`src/rtl/mem_access_stage.sv`:
```
// MIPS memory-access stage: request/ack data-memory port with pipeline stall and ME/WB outputs.
// Optional access timeout with sticky mem_err, enabled by defining MEM_TIMEOUT_EN.
//
// state  | meaning
// -------+-------------------------------------------------------------
// IDLE   | no access outstanding; a memop raises stall and starts ACCESS
// ACCESS | mem_req held until mem_ack (or timeout); stall held
// DONE   | read data valid on reg_out1, stall released for one cycle
module mem_access_stage #(
    parameter int TIMEOUT_CYCLES = 255
) (
    input  logic        clk,
    input  logic        rst,
    input  logic [31:0] alu_result_in,
    input  logic [31:0] store_data_in,
    input  logic [4:0]  dst_reg_in,
    input  logic        Ctrl_MemRd_in,
    input  logic        Ctrl_MemWr_in,
    input  logic        Ctrl_Mem2Reg_in,
    input  logic        Ctrl_regWr_in,
    output logic        mem_req,
    output logic        mem_we,
    output logic [31:0] mem_addr,
    output logic [31:0] mem_wdata,
    input  logic [31:0] mem_rdata,
    input  logic        mem_ack,
    output logic        stall,
    output logic [31:0] reg_out1,
    output logic [31:0] reg_out2,
    output logic [4:0]  reg_out3,
    output logic        Ctrl_Mem2Reg_out,
    output logic        Ctrl_regWr_out,
    output logic        mem_err
);

    typedef enum logic [1:0] {
        IDLE   = 2'd0,
        ACCESS = 2'd1,
        DONE   = 2'd2
    } state_t;

    state_t      state, state_nxt;
    logic [31:0] rdata_q;
    logic        memop;
    logic        in_access;
    logic        ack_hit;
    logic        timeout_hit;
    logic        stall_raw;

    assign memop     = Ctrl_MemRd_in | Ctrl_MemWr_in;
    assign in_access = (state == ACCESS);
    assign ack_hit   = in_access & mem_ack;

`ifdef MEM_TIMEOUT_EN
    localparam logic [7:0] TIMEOUT_LAST = 8'(TIMEOUT_CYCLES - 1);

    logic [7:0] tmo_cnt;
    logic       err_q;

    // An ack in the final cycle takes priority over the timeout.
    assign timeout_hit = in_access & ~mem_ack & (tmo_cnt == TIMEOUT_LAST);

    always_ff @(posedge clk or negedge rst) begin
        if (!rst) begin
            tmo_cnt <= 8'd0;
            err_q   <= 1'b0;
        end else begin
            if (state == IDLE && memop)
                tmo_cnt <= 8'd0;
            else if (in_access && !mem_ack)
                tmo_cnt <= tmo_cnt + 8'd1;
            if (timeout_hit)
                err_q <= 1'b1;
        end
    end

    assign mem_err = err_q;
`else
    localparam int unused_timeout = TIMEOUT_CYCLES;

    assign timeout_hit = 1'b0;
    assign mem_err     = 1'b0;
`endif

    always_ff @(posedge clk or negedge rst) begin
        if (!rst) begin
            state   <= IDLE;
            rdata_q <= 32'd0;
        end else begin
            state <= state_nxt;
            if (ack_hit)
                rdata_q <= Ctrl_MemWr_in ? 32'd0 : mem_rdata;
            else if (timeout_hit)
                rdata_q <= 32'hDEADBEEF;
        end
    end

    always_comb begin
        state_nxt = state;
        stall_raw = 1'b0;
        mem_req   = 1'b0;
        mem_we    = 1'b0;
        mem_addr  = 32'd0;
        mem_wdata = 32'd0;
        case (state)
            IDLE: begin
                if (memop) begin
                    stall_raw = 1'b1;
                    state_nxt = ACCESS;
                end
            end
            ACCESS: begin
                stall_raw = 1'b1;
                mem_req   = 1'b1;
                mem_we    = Ctrl_MemWr_in;
                mem_addr  = {alu_result_in[31:2], 2'b00};
                mem_wdata = store_data_in;
                if (ack_hit || timeout_hit)
                    state_nxt = DONE;
            end
            DONE: begin
                state_nxt = IDLE;
            end
            default: begin
                state_nxt = IDLE;
            end
        endcase
    end

    // Reset must also mask the IDLE+memop stall, which is decoded from live inputs.
    assign stall            = stall_raw & rst;
    assign reg_out1         = rdata_q;
    assign reg_out2         = alu_result_in;
    assign reg_out3         = dst_reg_in;
    assign Ctrl_Mem2Reg_out = Ctrl_Mem2Reg_in;
    assign Ctrl_regWr_out   = Ctrl_regWr_in & ~stall_raw & rst;

endmodule

```
`config.mk`:
```
export PLATFORM = sky130hd
export DESIGN_NAME = mem_access_stage
export DESIGN_NICKNAME = d
export VERILOG_FILES = /design/src/rtl/mem_access_stage.sv
export SDC_FILE = /design/constraint.sdc
export NUM_CORES = 1
export LEC_CHECK = 0
export CORE_AREA = 2 2 95 97
export CTS_BUF_LIST = sky130_fd_sc_hd__clkbuf_8
export CTS_CLUSTER_SIZE = 16
export DETAILED_ROUTE_END_ITERATION = 10
export DIE_AREA = 0 0 97 99
export DONT_BUFFER_PORTS = 1
export PLACE_DENSITY_LB_ADDON = 0.05
export SYNTH_ARGS = -nofsm -noshare
export SYNTH_HDL_FRONTEND = slang
export SYNTH_SLANG_ARGS = --single-unit
```
`constraint.sdc`:
```
create_clock -name clk -period 1.45 [get_ports clk]
set_clock_uncertainty 0.15 [all_clocks]
set_input_delay 0.145 -clock clk [delete_from_list [all_inputs] [get_ports clk]]
set_output_delay 0.145 -clock clk [all_outputs]
set_load 0.05 [all_outputs]
```
==> Yosys cells after proc, flatten, opt, wreduce, memory -nomap -nowiden <==
Index checks and enable logic that the tools add are counted.
{ "word_totals": {"register_bits": 34, "inputBits": 108, "output_inout_bits": 139, "word_cells": 23} }
{ "op_classes": {"eq_ne": 3, "muxes": 10, "bitwise": 6, "reduce_logical": 2} }
{ "op_table": {"columns": ["cell", "n"], "rows": [
  ["$mux W32", 3],
  ["$and A1 B1 Y1", 4],
  ["$mux W2", 2],
  ["$pmux W2 S2", 1],
  ["$mux W1", 3],
  ["$eq A2 B1 Y1 const B", 1],
  ["$logic_not A2 Y1", 1],
  ["$ne A2 B1 Y1 const B", 1],
  ["$ne A2 B2 Y1 const B", 1],
  ["$pmux W1 S2", 1],
  ["$reduce_and A2 Y1", 1],
  ["$not A1 Y1", 1],
  ["$or A1 B1 Y1", 1]
]} }

==> Longest topological paths before layout <==
{ "depth": {"word_depth": 6, "mapped_depth": 4, "depth_no_buf": 2} }

==> Worst setup path after synthesis <==
Ideal clock, no wire load.
{ "synth_path": {"kind": "input to output", "startpoint": "input port Ctrl_MemWr_in", "endpoint": "output port stall", "arrival_time_ns": 1.636, "required_ns": 1.155, "setup_slack_ns": -0.481, "stages": 3, "n_path_buf": 1, "path_cell_list": "clkbuf_1 -> nor3_1 -> nor3b_1"} }
{ "synth_via": {"elab_chain_len": 4} }
{ "synth_lines": {"columns": ["element", "line", "rtl"], "rows": [
  ["start, declared", "18", "input logic Ctrl_MemWr_in,"],
  ["$or A1 B1 Y1", "50", "assign memop = Ctrl_MemRd_in | Ctrl_MemWr_in;"],
  ["$mux W1", "107", "if (memop) begin"],
  ["$pmux W1 S2", "105", "case (state)"],
  ["$and A1 B1 Y1", "131", "assign stall = stall_raw & rst;"],
  ["end, declared", "27", "output logic stall,"]
]} }
No other way between the ends.

==> Worst setup path in the final report <==
{ "layout_path": {"startpoint": "register state[1]", "endpoint": "output port mem_wdata[14]"} }
{ "layout_via": {"elab_chain_len": 2} }
{ "layout_lines": {"columns": ["element", "line", "rtl"], "rows": [
  ["start, declared", "42", "state_t state, state_nxt;"],
  ["start signal, assigned", "90", "state <= state_nxt;"],
  ["$eq A2 B1 Y1", "105", null],
  ["$mux W32", "105", null],
  ["end, declared", "24", "output logic [31:0] mem_wdata,"]
]} }
No other way between the ends.

==> results.yml <==
global_route:
  antenna_found_initial: 1
  met3_usage_pct: 6.24
  grt_use_met1_pct: 17.7
  track_usage_pct: 15.1
  grt_pass1_wl_um: 11100
  grt-ovfl-total: 0
  grt_max_degree: 51
  use_met2_pct: 25.2
  busiest_layer: "met2"
  grt_pass1_vias: 1794
synthesis:
  synth_mux_area_share_pct: 19.5
  synth_compound_area_share_pct: 0.728
  synth_simple_gate_area_share_pct: 26.8
  synth.avg_cell_area_um2: 10.8
  synth.top_cell.area_share_pct: 35.4
  synthAdderAreaFrac_pct: 0
  async_flop_share_pct: 100
  netlist_instances: 223
  synth_top_family_by_area: "simple AND/OR/NAND/NOR gates"
  synth_area_mm2: 0.00240
  synth_top_area_cell: "dfrtp_1"
  synth_common_cells: "and2_1, buf_4, dfrtp_1"
  synth.most_common_cell: "and2_1"
  yosysWarnings: 0
  synth_ff_type: "dfrtp_1"
  ys_top_cells_by_area: "dfrtp_1, mux2_4, and2_1, buf_4, and2b_1"
  yosysSeqAreaShare_pct: 35.4
  ys_ff_latch: 34
  synth_xor_area_share_pct: 0
  synth_edf_count: 0
  ys_types: 18
route:
  wirelength_um: 8150
  wire_per_inst_um: 20.8
  via_per_inst: 4.57
  first_pass_iters: 4
  drc: 0
  vias: 1785
  drt_iter0_drc: 50
  postRouteAntennaNets: 0
final_layout:
  drive_gt1_share_pct: 65.6
  nFillCells: 794
  finalInstanceArea_mm2: 0.00370
  syn_to_final_growth_pct: 54.1
  finalNetCount: 391
  regArea_um2: 851
  multi_input_comb_area_mm2: 0.00133
power_and_ir_drop:
  power_density_mw_per_mm2: 2150
  peakVddDrop_mv: 0.924
  p_leak_nw: 1.82
  power_mw: 7.98
clocking:
  cts_tree: "yes"
  clock_path_buffers: 2
  clk_pin_slew_ns: 0.07
  cts_sinks: 34
  clock_latency_ns: 0.28
  cts-buffers-inserted: 5
  htreeDepth: 2
  cts_root_buffer: "clkbuf_8"
flow_run:
  max_cap_violations: 0
floorplan:
  rows: 34
  core-area_mm2: 0.00855
  start_util_pct: 28.1
  die_height_um: 99
  io_pins: 247
  die_area_mm2: 0.00960
  die_w_um: 97
place:
  gp_congestion: 0.762
  portBuffers: 0
  post-dp-hpwl_um: 5520
  postPlaceCellArea_mm2: 0.00290
setup_path:
  worstPathCellList: "and2b_4, buf_12, clkbuf_16, and2_4, buf_12"
  max_stage_delay_ns: 0.39
  worst_path_max_delay_cell: "dfrtp_1"
  critPathArrivalTime_ns: 1.50
  crit_path_frequent_cell: "buf_12"
  cp_top_family: "simple AND/OR/NAND/NOR gates"
  cp_max_fo: 7
  cp-start-kind: "flop"
  end_kind: "output pin"
  required_ns: 1.15
  path_class: "flop to output pin"
  crit_buf_inv: 3
sta:
  max_slew_margin_pct: 59.7
  final_hold_viol_count: 0
  fmaxAchievable_mhz: 559
  setup_viol: 98
  worst_slack_ns: -0.340
  post-route-period-util_pct: 123
  fin_crit_ns: 1.79
  rsz0062_at_grt: "true"
  tightest_slew_ns: 0.604
  slew_violations: 0
outcome:
  violations: "setup timing"
  status: "complete, but fails checks"
hold_path:
  hold_path.class: "input port to flop"
==> what timing repair did <==
| action | 4_1_cts | 5_1_grt |
|---|---|---|
| pin swaps | 19 | 34 |
| hold buffers | 27 | 0 |
| endpoints found under the setup margin | 92 | 98 |
| endpoints found under the hold margin | 63 | 0 |
| cloned | 4 | 7 |
| resized for setup | 19 | 58 |
| buffers inserted | 4 | 10 |
==> sequential cells by signal, summed over array words and instances (netlist names) <==
signal    flops
state         2
reg_out1     32
==> logic make-up after synthesis <==
group	after synthesis
DFF	34
AOI/OAI and AO/OA	2
muxes	32
other	1
and+or+nand+nor	99
buffers and inverters	55
==> per-stage QoR <==
step           setup slack (ns)  hold slack, ns  cells  utilization [%]  setup TNS (ns)
2_1_floorplan            -0.113          -0.301    225                -           -4.82
4_1_cts                  -0.308         0.00245    376             40.4          -22.60
5_1_grt                  -0.402        0.000567    390             43.3          -29.21
6_report                 -0.340         0.00407    391             43.3          -24.47
3_5_place_dp            -0.0467          -0.299    335             33.9          -0.612
3_3_place_gp            -0.0178          -0.299    335             33.9          -0.205
==> where the power goes <==
part           switching (mW)  internal, mW
clock network           0.321         0.366
registers               0.228          1.30
logic                    3.42          2.35
==> path summary, 6_finish.rpt <==
kind | slack, ns | to | startpoint | cells past startpoint
min in group asynchronous | 0.19 | reg_out1[12]$_DFFE_PN0P_ | rst | 2
max in group asynchronous | 0.78 | reg_out1[20]$_DFFE_PN0P_ | rst | 2
setup / recovery | -0.34 | mem_wdata[14] | state[1]$_DFFE_PN0P_ | 5
setup reg to reg | -0.21 | reg_out1[18]$_DFFE_PN0P_ | state[0]$_DFFE_PN0P_ | 5
hold reg to reg | 0.37 | reg_out1[3]$_DFFE_PN0P_ | reg_out1[3]$_DFFE_PN0P_ | 1
hold / removal | 0.004 | reg_out1[0]$_DFFE_PN0P_ | mem_rdata[0] | 2
==> routing by layer <==
metal,part of all wire [%],vias to the layer above,routed length [um]
li1,-,777,-
met3,9.6,15,782
met4,2.2,0,180
met5,0,-,0
met2,49,126,4010
met1,39,867,3180
==> area by class of cell <==
| cell class | instances | share of cell area, % |
|---|---|---|
| diodes | 1 | 0.0675 |
| well taps | 108 | 3.65 |
| repair buffers | 106 | 35.2 |
| clock buffers | 6 | 2.23 |
| flip-flops and latches | 34 | 23.0 |
| multi-input cells | 136 | 35.9 |
==> layout by cell type, fill, tap and decap left out, drive strengths merged <==
cell,count
a211oi,1
and2,63
and2b,17
and3b,1
buf,76
clkbuf,10
conb,3
dfrtp,34
diode,1
dlygate4sd3,25
dlymetal6s4s,1
mux2,32
nor2b,16
nor3,1
nor3b,1
o211a,1
No activity file was read; power rests on OpenSTA's default activity.
